===== config.mk =====
export PLATFORM = sky130hd
export DESIGN_NAME = acl_spi_master
export DESIGN_NICKNAME = d
export VERILOG_FILES = /design/src/rtl/acl_pkg.sv /design/src/rtl/acl_spi_master.sv
export SDC_FILE = /design/constraint.sdc
export NUM_CORES = 1
export LEC_CHECK = 0
export CORE_AREA = 8 8 139 108
export CTS_BUF_LIST = sky130_fd_sc_hd__clkbuf_4 sky130_fd_sc_hd__clkbuf_8
export CTS_CLUSTER_DIAMETER = 150
export DETAILED_ROUTE_END_ITERATION = 16
export DIE_AREA = 0 0 147 116
export DONT_BUFFER_PORTS = 1
export PLACE_DENSITY_LB_ADDON = 0.3
export SYNTH_ARGS = -nofsm -noshare
export SYNTH_HDL_FRONTEND = slang
export SYNTH_SLANG_ARGS = --single-unit
export TNS_END_PERCENT = 1

===== constraint.sdc =====
create_clock -name clk -period 5.45 [get_ports clk]
set_input_delay 1.09 -clock clk [delete_from_list [all_inputs] [get_ports clk]]
set_output_delay 1.09 -clock clk [all_outputs]
set_load 0.005 [all_outputs]

===== src/rtl/acl_pkg.sv =====
// Shared definitions for the PmodACL (ADXL345) command sequencer:
// register map, configuration values, FSM states and the command-word builder.
package acl_pkg;

    localparam logic [5:0] ADDR_POWER_CTL   = 6'h2D;
    localparam logic [5:0] ADDR_DATA_FORMAT = 6'h31;
    localparam logic [5:0] ADDR_DATAX0      = 6'h32;
    localparam logic [5:0] ADDR_DATAX1      = 6'h33;
    localparam logic [5:0] ADDR_DATAY0      = 6'h34;
    localparam logic [5:0] ADDR_DATAY1      = 6'h35;
    localparam logic [5:0] ADDR_DATAZ0      = 6'h36;
    localparam logic [5:0] ADDR_DATAZ1      = 6'h37;

    localparam logic [7:0] CFG_DATA_FORMAT  = 8'h00;
    localparam logic [7:0] CFG_POWER_CTL    = 8'h08;

    typedef enum logic [2:0] {
        ST_IDLE      = 3'd0,
        ST_SETUP     = 3'd1,
        ST_PULSE     = 3'd2,
        ST_WAIT_DONE = 3'd3,
        ST_WAIT_CLR  = 3'd4,
        ST_GAP       = 3'd5,
        ST_PERIOD    = 3'd6
    } acl_state_e;

    // Command word {R/W, MB=0, addr[5:0], data[7:0]} for table entry idx.
    function automatic logic [15:0] acl_cmd(input logic [2:0] idx);
        logic [15:0] cmd;
        case (idx)
            3'd0:    cmd = {1'b0, 1'b0, ADDR_DATA_FORMAT, CFG_DATA_FORMAT};
            3'd1:    cmd = {1'b0, 1'b0, ADDR_POWER_CTL, CFG_POWER_CTL};
            default: cmd = {1'b1, 1'b0, 6'(ADDR_DATAX0 + {3'b000, 3'(idx - 3'd2)}), 8'h00};
        endcase
        return cmd;
    endfunction

endpackage


===== src/rtl/acl_spi_master.sv =====
// Sequences ADXL345 register accesses over a 16-bit SPI shifter: two config
// writes after reset, then periodic six-byte bursts assembled into X/Y/Z samples.
module acl_spi_master
    import acl_pkg::*;
#(
    parameter logic [23:0] SAMPLE_PERIOD = 24'd5_000_000,
    parameter logic [7:0]  SS_SETUP      = 8'd100,
    parameter logic [7:0]  SS_GAP        = 8'd100
) (
    input  logic              clk,
    input  logic              rst,
    input  logic              done,
    input  logic [7:0]        rxbuffer,
    output logic              transmit,
    output logic [15:0]       txbuffer,
    output logic              ss,
    output logic signed [9:0] x_axis,
    output logic signed [9:0] y_axis,
    output logic signed [9:0] z_axis,
    output logic              data_valid,
    output logic              busy
);

    localparam logic [7:0]  SETUP_LAST = 8'(SS_SETUP - 8'd1);
    localparam logic [7:0]  GAP_LAST   = 8'(SS_GAP - 8'd1);
    localparam logic [23:0] PER_LAST   = 24'(SAMPLE_PERIOD - 24'd1);

    acl_state_e  state_q, state_d;
    logic [2:0]  idx_q, idx_d;
    logic [7:0]  cnt_q, cnt_d;
    logic [23:0] per_q, per_d;
    logic [7:0]  rx_q [0:5];
    logic [7:0]  rx_d [0:5];
    logic        transmit_q, transmit_d;
    logic [15:0] txbuffer_q, txbuffer_d;
    logic        ss_q, ss_d;
    logic [9:0]  x_q, x_d, y_q, y_d, z_q, z_d;
    logic        data_valid_q, data_valid_d;
    logic        busy_q, busy_d;
    logic        start_burst_s;

    // Next-state, counters, byte capture and output computation.
    always_comb begin
        state_d       = state_q;
        idx_d         = idx_q;
        cnt_d         = cnt_q + 8'd1;
        per_d         = (per_q != PER_LAST) ? per_q + 24'd1 : per_q;
        rx_d          = rx_q;
        transmit_d    = 1'b0;
        txbuffer_d    = txbuffer_q;
        ss_d          = ss_q;
        x_d           = x_q;
        y_d           = y_q;
        z_d           = z_q;
        data_valid_d  = 1'b0;
        start_burst_s = 1'b0;

        case (state_q)
            ST_IDLE: begin
                state_d    = ST_SETUP;
                ss_d       = 1'b0;
                txbuffer_d = acl_cmd(idx_q);
                cnt_d      = 8'd0;
            end
            ST_SETUP: begin
                if (cnt_q == SETUP_LAST) begin
                    state_d    = ST_PULSE;
                    transmit_d = 1'b1;
                end else begin
                    state_d    = ST_SETUP;
                end
            end
            ST_PULSE: begin
                state_d = ST_WAIT_DONE;
            end
            ST_WAIT_DONE: begin
                if (done) begin
                    state_d = ST_WAIT_CLR;
                    if (idx_q >= 3'd2) begin
                        rx_d[3'(idx_q - 3'd2)] = rxbuffer;
                    end else begin
                        rx_d = rx_q;
                    end
                end else begin
                    state_d = ST_WAIT_DONE;
                end
            end
            ST_WAIT_CLR: begin
                if (!done) begin
                    state_d = ST_GAP;
                    ss_d    = 1'b1;
                    cnt_d   = 8'd0;
                end else begin
                    state_d = ST_WAIT_CLR;
                end
            end
            ST_GAP: begin
                if (cnt_q != GAP_LAST) begin
                    state_d = ST_GAP;
                end else if (idx_q != 3'd7) begin
                    state_d    = ST_SETUP;
                    idx_d      = idx_q + 3'd1;
                    ss_d       = 1'b0;
                    txbuffer_d = acl_cmd(idx_q + 3'd1);
                    cnt_d      = 8'd0;
                    // The first data read marks the start of the sample period.
                    per_d      = (idx_q == 3'd1) ? 24'd0 : per_d;
                end else begin
                    x_d           = {rx_q[1][1:0], rx_q[0]};
                    y_d           = {rx_q[3][1:0], rx_q[2]};
                    z_d           = {rx_q[5][1:0], rx_q[4]};
                    data_valid_d  = 1'b1;
                    state_d       = ST_PERIOD;
                    start_burst_s = (per_q == PER_LAST);
                end
            end
            ST_PERIOD: begin
                start_burst_s = (per_q == PER_LAST);
            end
            default: begin
                state_d = ST_IDLE;
            end
        endcase

        // An overrunning burst restarts directly from its last gap.
        if (start_burst_s) begin
            state_d    = ST_SETUP;
            idx_d      = 3'd2;
            ss_d       = 1'b0;
            txbuffer_d = acl_cmd(3'd2);
            cnt_d      = 8'd0;
            per_d      = 24'd0;
        end else begin
            per_d      = per_d;
        end

        busy_d = (state_d != ST_PERIOD) && (state_d != ST_IDLE);
    end

    // State and output registers with asynchronous active-low reset.
    always_ff @(posedge clk or negedge rst) begin
        if (!rst) begin
            state_q      <= ST_IDLE;
            idx_q        <= 3'd0;
            cnt_q        <= 8'd0;
            per_q        <= 24'd0;
            for (int i = 0; i < 6; i++) begin
                rx_q[i] <= 8'h00;
            end
            transmit_q   <= 1'b0;
            txbuffer_q   <= 16'h0000;
            ss_q         <= 1'b1;
            x_q          <= 10'd0;
            y_q          <= 10'd0;
            z_q          <= 10'd0;
            data_valid_q <= 1'b0;
            busy_q       <= 1'b0;
        end else begin
            state_q      <= state_d;
            idx_q        <= idx_d;
            cnt_q        <= cnt_d;
            per_q        <= per_d;
            rx_q         <= rx_d;
            transmit_q   <= transmit_d;
            txbuffer_q   <= txbuffer_d;
            ss_q         <= ss_d;
            x_q          <= x_d;
            y_q          <= y_d;
            z_q          <= z_d;
            data_valid_q <= data_valid_d;
            busy_q       <= busy_d;
        end
    end

    assign transmit   = transmit_q;
    assign txbuffer   = txbuffer_q;
    assign ss         = ss_q;
    assign x_axis     = x_q;
    assign y_axis     = y_q;
    assign z_axis     = z_q;
    assign data_valid = data_valid_q;
    assign busy       = busy_q;

endmodule


## Yosys cells after proc, flatten, opt, wreduce, memory -nomap -nowiden

Cells that the tools add are included.
W data, S select, Z words.

- Bits in registers: 136
- Output and inout port bits: 50
- Word-level logic and storage cells: 108

- $add $sub $neg: 7
- $lt $le $gt $ge: 3
- Equality and inequality tests: 18
- Multiplexer cells: 44
- Bitwise logic cells: 3
- Reduce and logical (&&, ||, !) cells: 15

Operator list:

| operator | count |
|---|---|
| $mux W24 | 6 |
| $pmux W16 S2 | 3 |
| $bwmux W48 | 1 |
| $mux W16 | 3 |
| $mux W8 | 5 |
| $add A24 B1 Y24 const B | 1 |
| $demux W8 S3 | 1 |
| $eq A24 B23 Y1 const B | 1 |
| $mux W3 | 8 |
| $ne A24 B23 Y1 const B | 1 |
| $pmux W8 S3 | 1 |
| $pmux W3 S7 | 1 |
| $ne A3 B3 Y1 const B | 5 |
| $add A5 B4 Y6 const A | 2 |
| $mux W1 | 12 |
| $reduce_and A3 Y1 | 4 |
| $eq A3 B1 Y1 const B | 3 |
| $eq A3 B3 Y1 const B | 3 |
| $logic_not A3 Y1 | 3 |
| $add A8 B1 Y8 const B | 1 |
| $eq A8 B7 Y1 const B | 1 |
| $ne A8 B7 Y1 const B | 1 |
| $eq A3 B2 Y1 const B | 2 |
| $reduce_bool A3 Y1 | 2 |
| 15 further kinds | 19 |

## Depth between registers and ports, before layout

Gate-level depths: netlist of the first run.

- Word-level depth: 8
- Gate-level depth with buffers: 8
- Mapped depth without buffers: 6

## Least setup slack after synthesis of the first run

OpenSTA, ideal clock, no wires.

- Path type: input port to flip-flop
- Start point: input done
- End point: register rx_q[40] in the netlist's numbering
- Library setup time: 125 ps
- Arrival time: 2270 ps
- Required time: 5325 ps
- Setup slack: 3055 ps
- Cell stages on the path: 5
- Cells stage by stage: and4b_1 -> clkbuf_1 -> nand2_1 -> nor3_2 -> mux2_2

- Cells in the longest elaborated chain, start to end: 1

Ends and longest elaborated chain:

| element | line | source |
|---|---|---|
| start, declared | acl_spi_master.sv:12 | `input logic done,` |
| $reduce_and A3 Y1 (no source line) | -- |  |
| end signal, assigned | acl_spi_master.sv:163 | `rx_q <= rx_d;` |
| end, declared | acl_spi_master.sv:32 | `logic [7:0] rx_q [0:5];` |

No other way between the ends.
A chain may end at the register's enable or synchronous reset.

## Worst setup path in the final report of the first run

- Start point: register cnt_q[0]
- End point: register cnt_q[6]

- Cells in the longest elaborated chain, start to end: 5
- Elaborated cells on any way between the ends: 9

Ends and longest elaborated chain:

| element | line | source |
|---|---|---|
| start, declared | acl_spi_master.sv:30 | `logic [7:0] cnt_q, cnt_d;` |
| start signal, assigned | acl_spi_master.sv:161 | `cnt_q <= cnt_d;` |
| $add A8 B1 Y8 | acl_spi_master.sv:46 | `cnt_d = cnt_q + 8'd1;` |
| $mux W8 | acl_spi_master.sv:100 | `end else if (idx_q != 3'd7) begin` |
| $mux W8 | acl_spi_master.sv:98 | `if (cnt_q != GAP_LAST) begin` |
| $pmux W8 S3 | acl_spi_master.sv:58 | `case (state_q)` |
| $mux W8 * | acl_spi_master.sv:126 | `if (start_burst_s) begin` |
| net cnt_d[6] | acl_spi_master.sv:30 |  |

Mark *: on every way through the listed nets, which the timed path passes. The rest lies on a longest branch.

==> impl_metrics.ini, run 1 <==
[route]
dr.pass1.iters = 4
wirelength_mm = 10.3
drc = 0
dr.max_layer_used = met4
wl_per_cell_um = 17.2
ant_nets = 0
wl_met1_mm = 4.84
wl_met2_mm = 4.74
routed-via-count = 3249
dr_wl_met3_um = 620
drtIter0Drc = 314
avgViaCountPerCell = 5.44

[power]
switching_power_w = 0.000490
p_int_w = 0.00120
ir_drop_mv = 0.188
pwr-share-seq_pct = 57.7
power.density_nw_per_um2 = 314
clkPwrFrac_pct = 28.3
p_leak_nw = 2.49
sw_frac_of_total_pct = 28.9
p_comb_share_pct = 13.9

[cts]
cts_tree = yes
cts_max_path_buffers = 2
root_buffer = clkbuf_8
ctsHoldBuffers = 0
numCtsBuffers = 9
clk_pin_slew_ns = 0.10
clk_latency_ns = 0.37
cts_sinks = 110
cts_setup_buffers = 0
cts_resized = 0
h-tree-depth = 3

[logic_synthesis]
synth_cell_type_count = 59
synth_top_area_share_pct = 53.3
yosysWarnings = 0
synth_seq_cells = 110
yosys.area.top_type = dfrtp_1
synth-edff-count = 0
ys.flop_type = dfrtp_1
yosysSeqAreaShare_pct = 53.8
synthArstFlopShare_pct = 100
netlist_area_sq_um = 5120
yosys-top-cells-count = dfrtp_1, mux2_2, nor2_1
synth.most_common_cell = dfrtp_1
ys_top_cells_by_area = dfrtp_1, mux2_2, xnor2_1, ha_1, nand4_1
syn_inst = 432
avgSynthCellArea_sq_um = 11.9

[flow_run]
drv_cap = 0

[floorplan]
chipWidth_um = 147
die-area_sq_um = 17100
pin_count = 61
start_util_pct = 40.0
fp-row-count = 36
core_sq_um = 12800
fp.dieH_um = 116

[sta]
setup_viol = 0
rsz0062_at_grt = no
fin_crit_sh_pct = 57.7
finClkSkew_ns = 0.00814
slew_viol_final = 0
max_freq_mhz = 318
hold_viol_final = 0
relSlewSlack_pct = 22.0
finalCriticalPeriod_ns = 3.15
finalSetupTns_ns = 0
tightest_slew_ns = 1.16

[worst_setup_path]
worstPathRequired_ns = 5.66
start_kind = flip-flop
path_buf_inv = 0
cpMaxStageDelayCell = nor4_4
critical-path-max-stage-delay_ns = 1.09
crit_chain = ha_1 > nor4b_2 > a41oi_1 > nor4_4 > nor3_1
critical_path.top_delay_family = simple AND/OR/NAND/NOR gates
critical_path.max_fanout = 24
critPathKind = flip-flop to flip-flop
cp.arrival_ns = 3.35
critPathCaptureType = flip-flop

[global_route]
grt_remaining_overflow = 0
first_global_vias = 3203
grt_pass1_wl_mm = 17.0
grt_antenna_before_repair = 0
grt_max_degree = 111
track_usage_pct = 12.4

[placed_design]
place.gp.congestion = 0.794
port_buffers = 0
hpwlAfterDp_mm = 7.08
dp.cells = 582

[run_status]
status = complete, no violations

[finish]
syn2layout_area_growth_pct = 5.25
fin_nets = 440
fin_util_pct = 42.1
antenna_cells = 0
drive_gt1_share_pct = 20.0
instances_no_fill = 597

[worst_hold_path]
hold_path.class = input port to async pin
==> cell type report <==
cell class | count | area, sq um
flip-flops and latches | 110 | 2750
clock buffers | 9 | 124
fillers | 1209 | 7400
repair buffers | 1 | 7.51
multi-input cells | 285 | 2170
inverters | 15 | 56.3
well taps | 171 | 214
clock inverters | 6 | 61.3
==> layer usage <==
| layer | up-vias | global-route usage [%] |
|---|---|---|
| met4 | 0 | 2.64 |
| met1 | 1634 | 16.3 |
| met3 | 8 | 4.41 |
| met2 | 67 | 19.4 |
| li1 | 1540 | - |
| met5 | - | 0 |
==> cell families (layout without fill, tap and decap cells) <==
| family | after synthesis | after routing | share of synthesized area, % |
|---|---|---|---|
| buf+inv | 44 | 31 | 4.30 |
| fa+ha+maj | 7 | 7 | 1.71 |
| compound gates | 62 | 62 | 8.41 |
| mux | 62 | 62 | 13.6 |
| other cells | 1 | 8 | 0.0732 |
| simple gates | 127 | 127 | 14.9 |
| xor+xnor | 19 | 19 | 3.25 |
| flops | 110 | 110 | 53.8 |
==> registers in the layout, summed over array words and instances, names as in the netlist, 3 cells and up <==
name / cells
per_q: 24
state_q: 3
cnt_q: 8
idx_q: 3
txbuffer: 8
y_axis: 10
z_axis: 10
rx_q: 30
x_axis: 10
==> worst paths after layout <==
check / startpoint / to / slack [ns] / cells past startpoint
worst min register to register: ss / ss / 0.50 / 2
max in group asynchronous: rst / ss / 4.81 / 0
worst max register to register: cnt_q[0] / cnt_q[6] / 2.30 / 5
worst min-delay path: rst / z_axis[2] / 0.40 / 0
min in group clk: ss / ss / 0.50 / 2
worst max-delay path: cnt_q[0] / cnt_q[6] / 2.30 / 5
==> cells in the final DEF (no fill, tap or decap), types with 6 or more instances in the layout <==
cell type,Yosys,layout
a21oi_1,15,15
clkbuf_8,0,9
conb_1,1,8
dfrtp_1,109,109
ha_1,7,7
inv_1,14,14
mux2_2,60,60
nand2_1,10,10
nand2b_1,6,6
nand3_1,12,12
nand4_1,13,13
nor2_1,20,20
nor3_1,16,16
nor4_1,6,6
o21ai_0,14,14
or3_1,9,9
or4_1,6,6
xnor2_1,13,13
xor2_1,6,6
==> through the flow <==
step / hold WS, ns / power, W / instance area, sq um / worst slack, ns
after floorplan: 0.453 / 0.00118 / 5150 / 3.05
after global placement: 0.475 / 0.00122 / 5200 / 2.45
after detailed placement: 0.485 / 0.00123 / 5200 / 2.29
after CTS: 0.376 / 0.00172 / 5390 / 2.28
after global routing: 0.368 / 0.00179 / 5390 / 1.94
final: 0.405 / 0.00169 / 5390 / 2.30
==> power groups by stage <==
| stage | sequential, W | combinational [W] | clock [W] |
|---|---|---|---|
| floorplan | 0.000947 | 0.000230 | 0 |
| global placement | 0.000993 | 0.000229 | 0 |
| detailed placement | 0.000994 | 0.000237 | 0 |
| CTS | 0.000979 | 0.000237 | 0.000502 |
| global route | 0.000991 | 0.000268 | 0.000533 |
| finish | 0.000978 | 0.000236 | 0.000480 |
No activity file was read; power rests on OpenSTA's default activity.
==> run 2, diff against run 1 <==
clock period = 2.7 ns   (was 5.45 ns; I/O delays follow)
==> run 2 against run 1 <==
Highest routed layer unchanged; hold slack lost 0.55 ns; combinational power increased by 100%; sequential share of layout area is 0.87 points lower; the flow now finishes with violations (negative hold slack); cell area rose by 1.7%.
==> impl_metrics.ini, run 2 (same netlist as run 1, synthesis figures left out) <==
[worst_setup_path]
rrSetupSlack_ns = 0.29
critPathCaptureType = flip-flop
cp.arrival_ns = 2.67
worstPathRequired_ns = 2.96
critical_path.max_fanout = 16
start_kind = flip-flop
critPathKind = flip-flop to flip-flop

[sta]
finalSetupTns_ns = 0
rsz0062_at_grt = no
finClkSkew_ns = 0.0129
worst_slack_ns = 0.291
finalCriticalPeriod_ns = 2.41
fin_crit_sh_pct = 89.2
setup_viol = 0
hold_viol_final = 109
relSlewSlack_pct = 58.8
max_freq_mhz = 415
hold_ws_ns = -0.147
slew_viol_final = 0
tightest_slew_ns = 0.612

[floorplan]
chipWidth_um = 147
fp-row-count = 36
pin_count = 61
core_sq_um = 12800
fp.dieH_um = 116
die-area_sq_um = 17100
start_util_pct = 40.0

[finish]
final_cell_mix = dfrtp_1, mux2_2, nor2_1
syn2layout_area_growth_pct = 7.09
antenna_cells = 0
regMostFlops = rx_q
reg_top3 = rx_q: 30 flops, per_q: 24 flops
mostFrequentLayoutCell = dfrtp_1
largest_reg_flops = 30
drive_gt1_share_pct = 21.6
fillCellCount = 1196
fin_nets = 448

[global_route]
grt_antenna_before_repair = 0
grt_remaining_overflow = 0
grt_max_degree = 111
first_global_vias = 3307
grt_pass1_wl_mm = 17.2
track_usage_pct = 12.5

[cts]
h-tree-depth = 3
numCtsBuffers = 9
cts_max_path_buffers = 2
clk_latency_ns = 0.37
cts_resized = 0
root_buffer = clkbuf_8
cts_sinks = 110
cts_tree = yes
clk_pin_slew_ns = 0.10
cts_setup_buffers = 0

[power]
power.density_nw_per_um2 = 633
p_leak_nw = 2.53
ir_drop_mv = 0.432

[route]
avgViaCountPerCell = 5.44
ant_nets = 0
dr.pass1.iters = 4
drc = 0
wl_per_cell_um = 16.9
drtIter0Drc = 325
routed-via-count = 3296
wirelength_mm = 10.3

[placed_design]
port_buffers = 0
place_ws_ns = 0.282
place.gp.congestion = 0.815
hpwlAfterDp_mm = 7.21

[run_status]
violations = negative hold slack
status = finished with violations

[worst_hold_path]
hold_path.class = input port to async pin

[flow_run]
drv_cap = 0
-- run 2: changes by cell type in the layout (fill, tap and decap cells not counted) --
cell | before | now
buf_4 | 1 | 8
clkinv_2 | 3 | 0
clkbuf_4 | 0 | 2
buf_12 | 0 | 1
clkbuf_8 | 9 | 10
clkinvlp_4 | 1 | 2
-- run 2: final timing paths --
check / end / cells after the start / startpoint
worst min-delay path: z_axis[2] / 0 / rst
min in group clk: rx_q[12] / 1 / rxbuffer[4]
worst max register to register: per_q[8] / 5 / per_q[10]
max in group asynchronous: ss / 0 / rst
worst min register to register: ss / 2 / ss
worst max-delay path: per_q[8] / 5 / per_q[10]
-- run 2: power by group --
group          switching, W  leakage [nW]  internal, W
clock              0.000534         0.100     0.000479
sequential         0.000179          1.48      0.00179
combinational      0.000262         0.951     0.000221
-- run 2: cell type report --
type / count / area (sq um) / area share (%)
clock inverter: 4 / 53.8 / 0.981
timing repair buffer: 9 / 80.1 / 1.46
sequential: 110 / 2750 / 50.2
clock buffer: 12 / 153 / 2.78
inverter: 15 / 56.3 / 1.03
multi-input combinational: 285 / 2170 / 39.6
tap: 171 / 214 / 3.90
-- run 2: routing by layer --
layer,track usage (%),up-vias,wire (um)
li1,-,1566,-
met1,16.5,1670,4740
met2,19.3,56,4900
met3,4.41,4,558
met4,3.18,0,59
met5,0,-,0
-- run 2: per-stage QoR --
| step | util, % | total power (W) | std cells | area (sq um) | hold WS [ns] |
|---|---|---|---|---|---|
| floorplan | - | 0.00238 | 439 | 5150 | 0.244 |
| global placement | 41.2 | 0.00247 | 590 | 5280 | 0.248 |
| detailed placement | 41.2 | 0.00250 | 590 | 5280 | 0.249 |
| CTS | 42.9 | 0.00352 | 606 | 5480 | -0.169 |
| global route | 42.9 | 0.00368 | 606 | 5480 | -0.193 |
| finish | 42.9 | 0.00347 | 606 | 5480 | -0.147 |
-- run 2: worst max-delay path, cell delays in order, from the launching register on --
cell and delay [ns]:
dfrtp_1 0.44, or4_1 0.56, or4_1 0.66, o41ai_4 0.32, buf_4 0.26, nor2_1 0.08
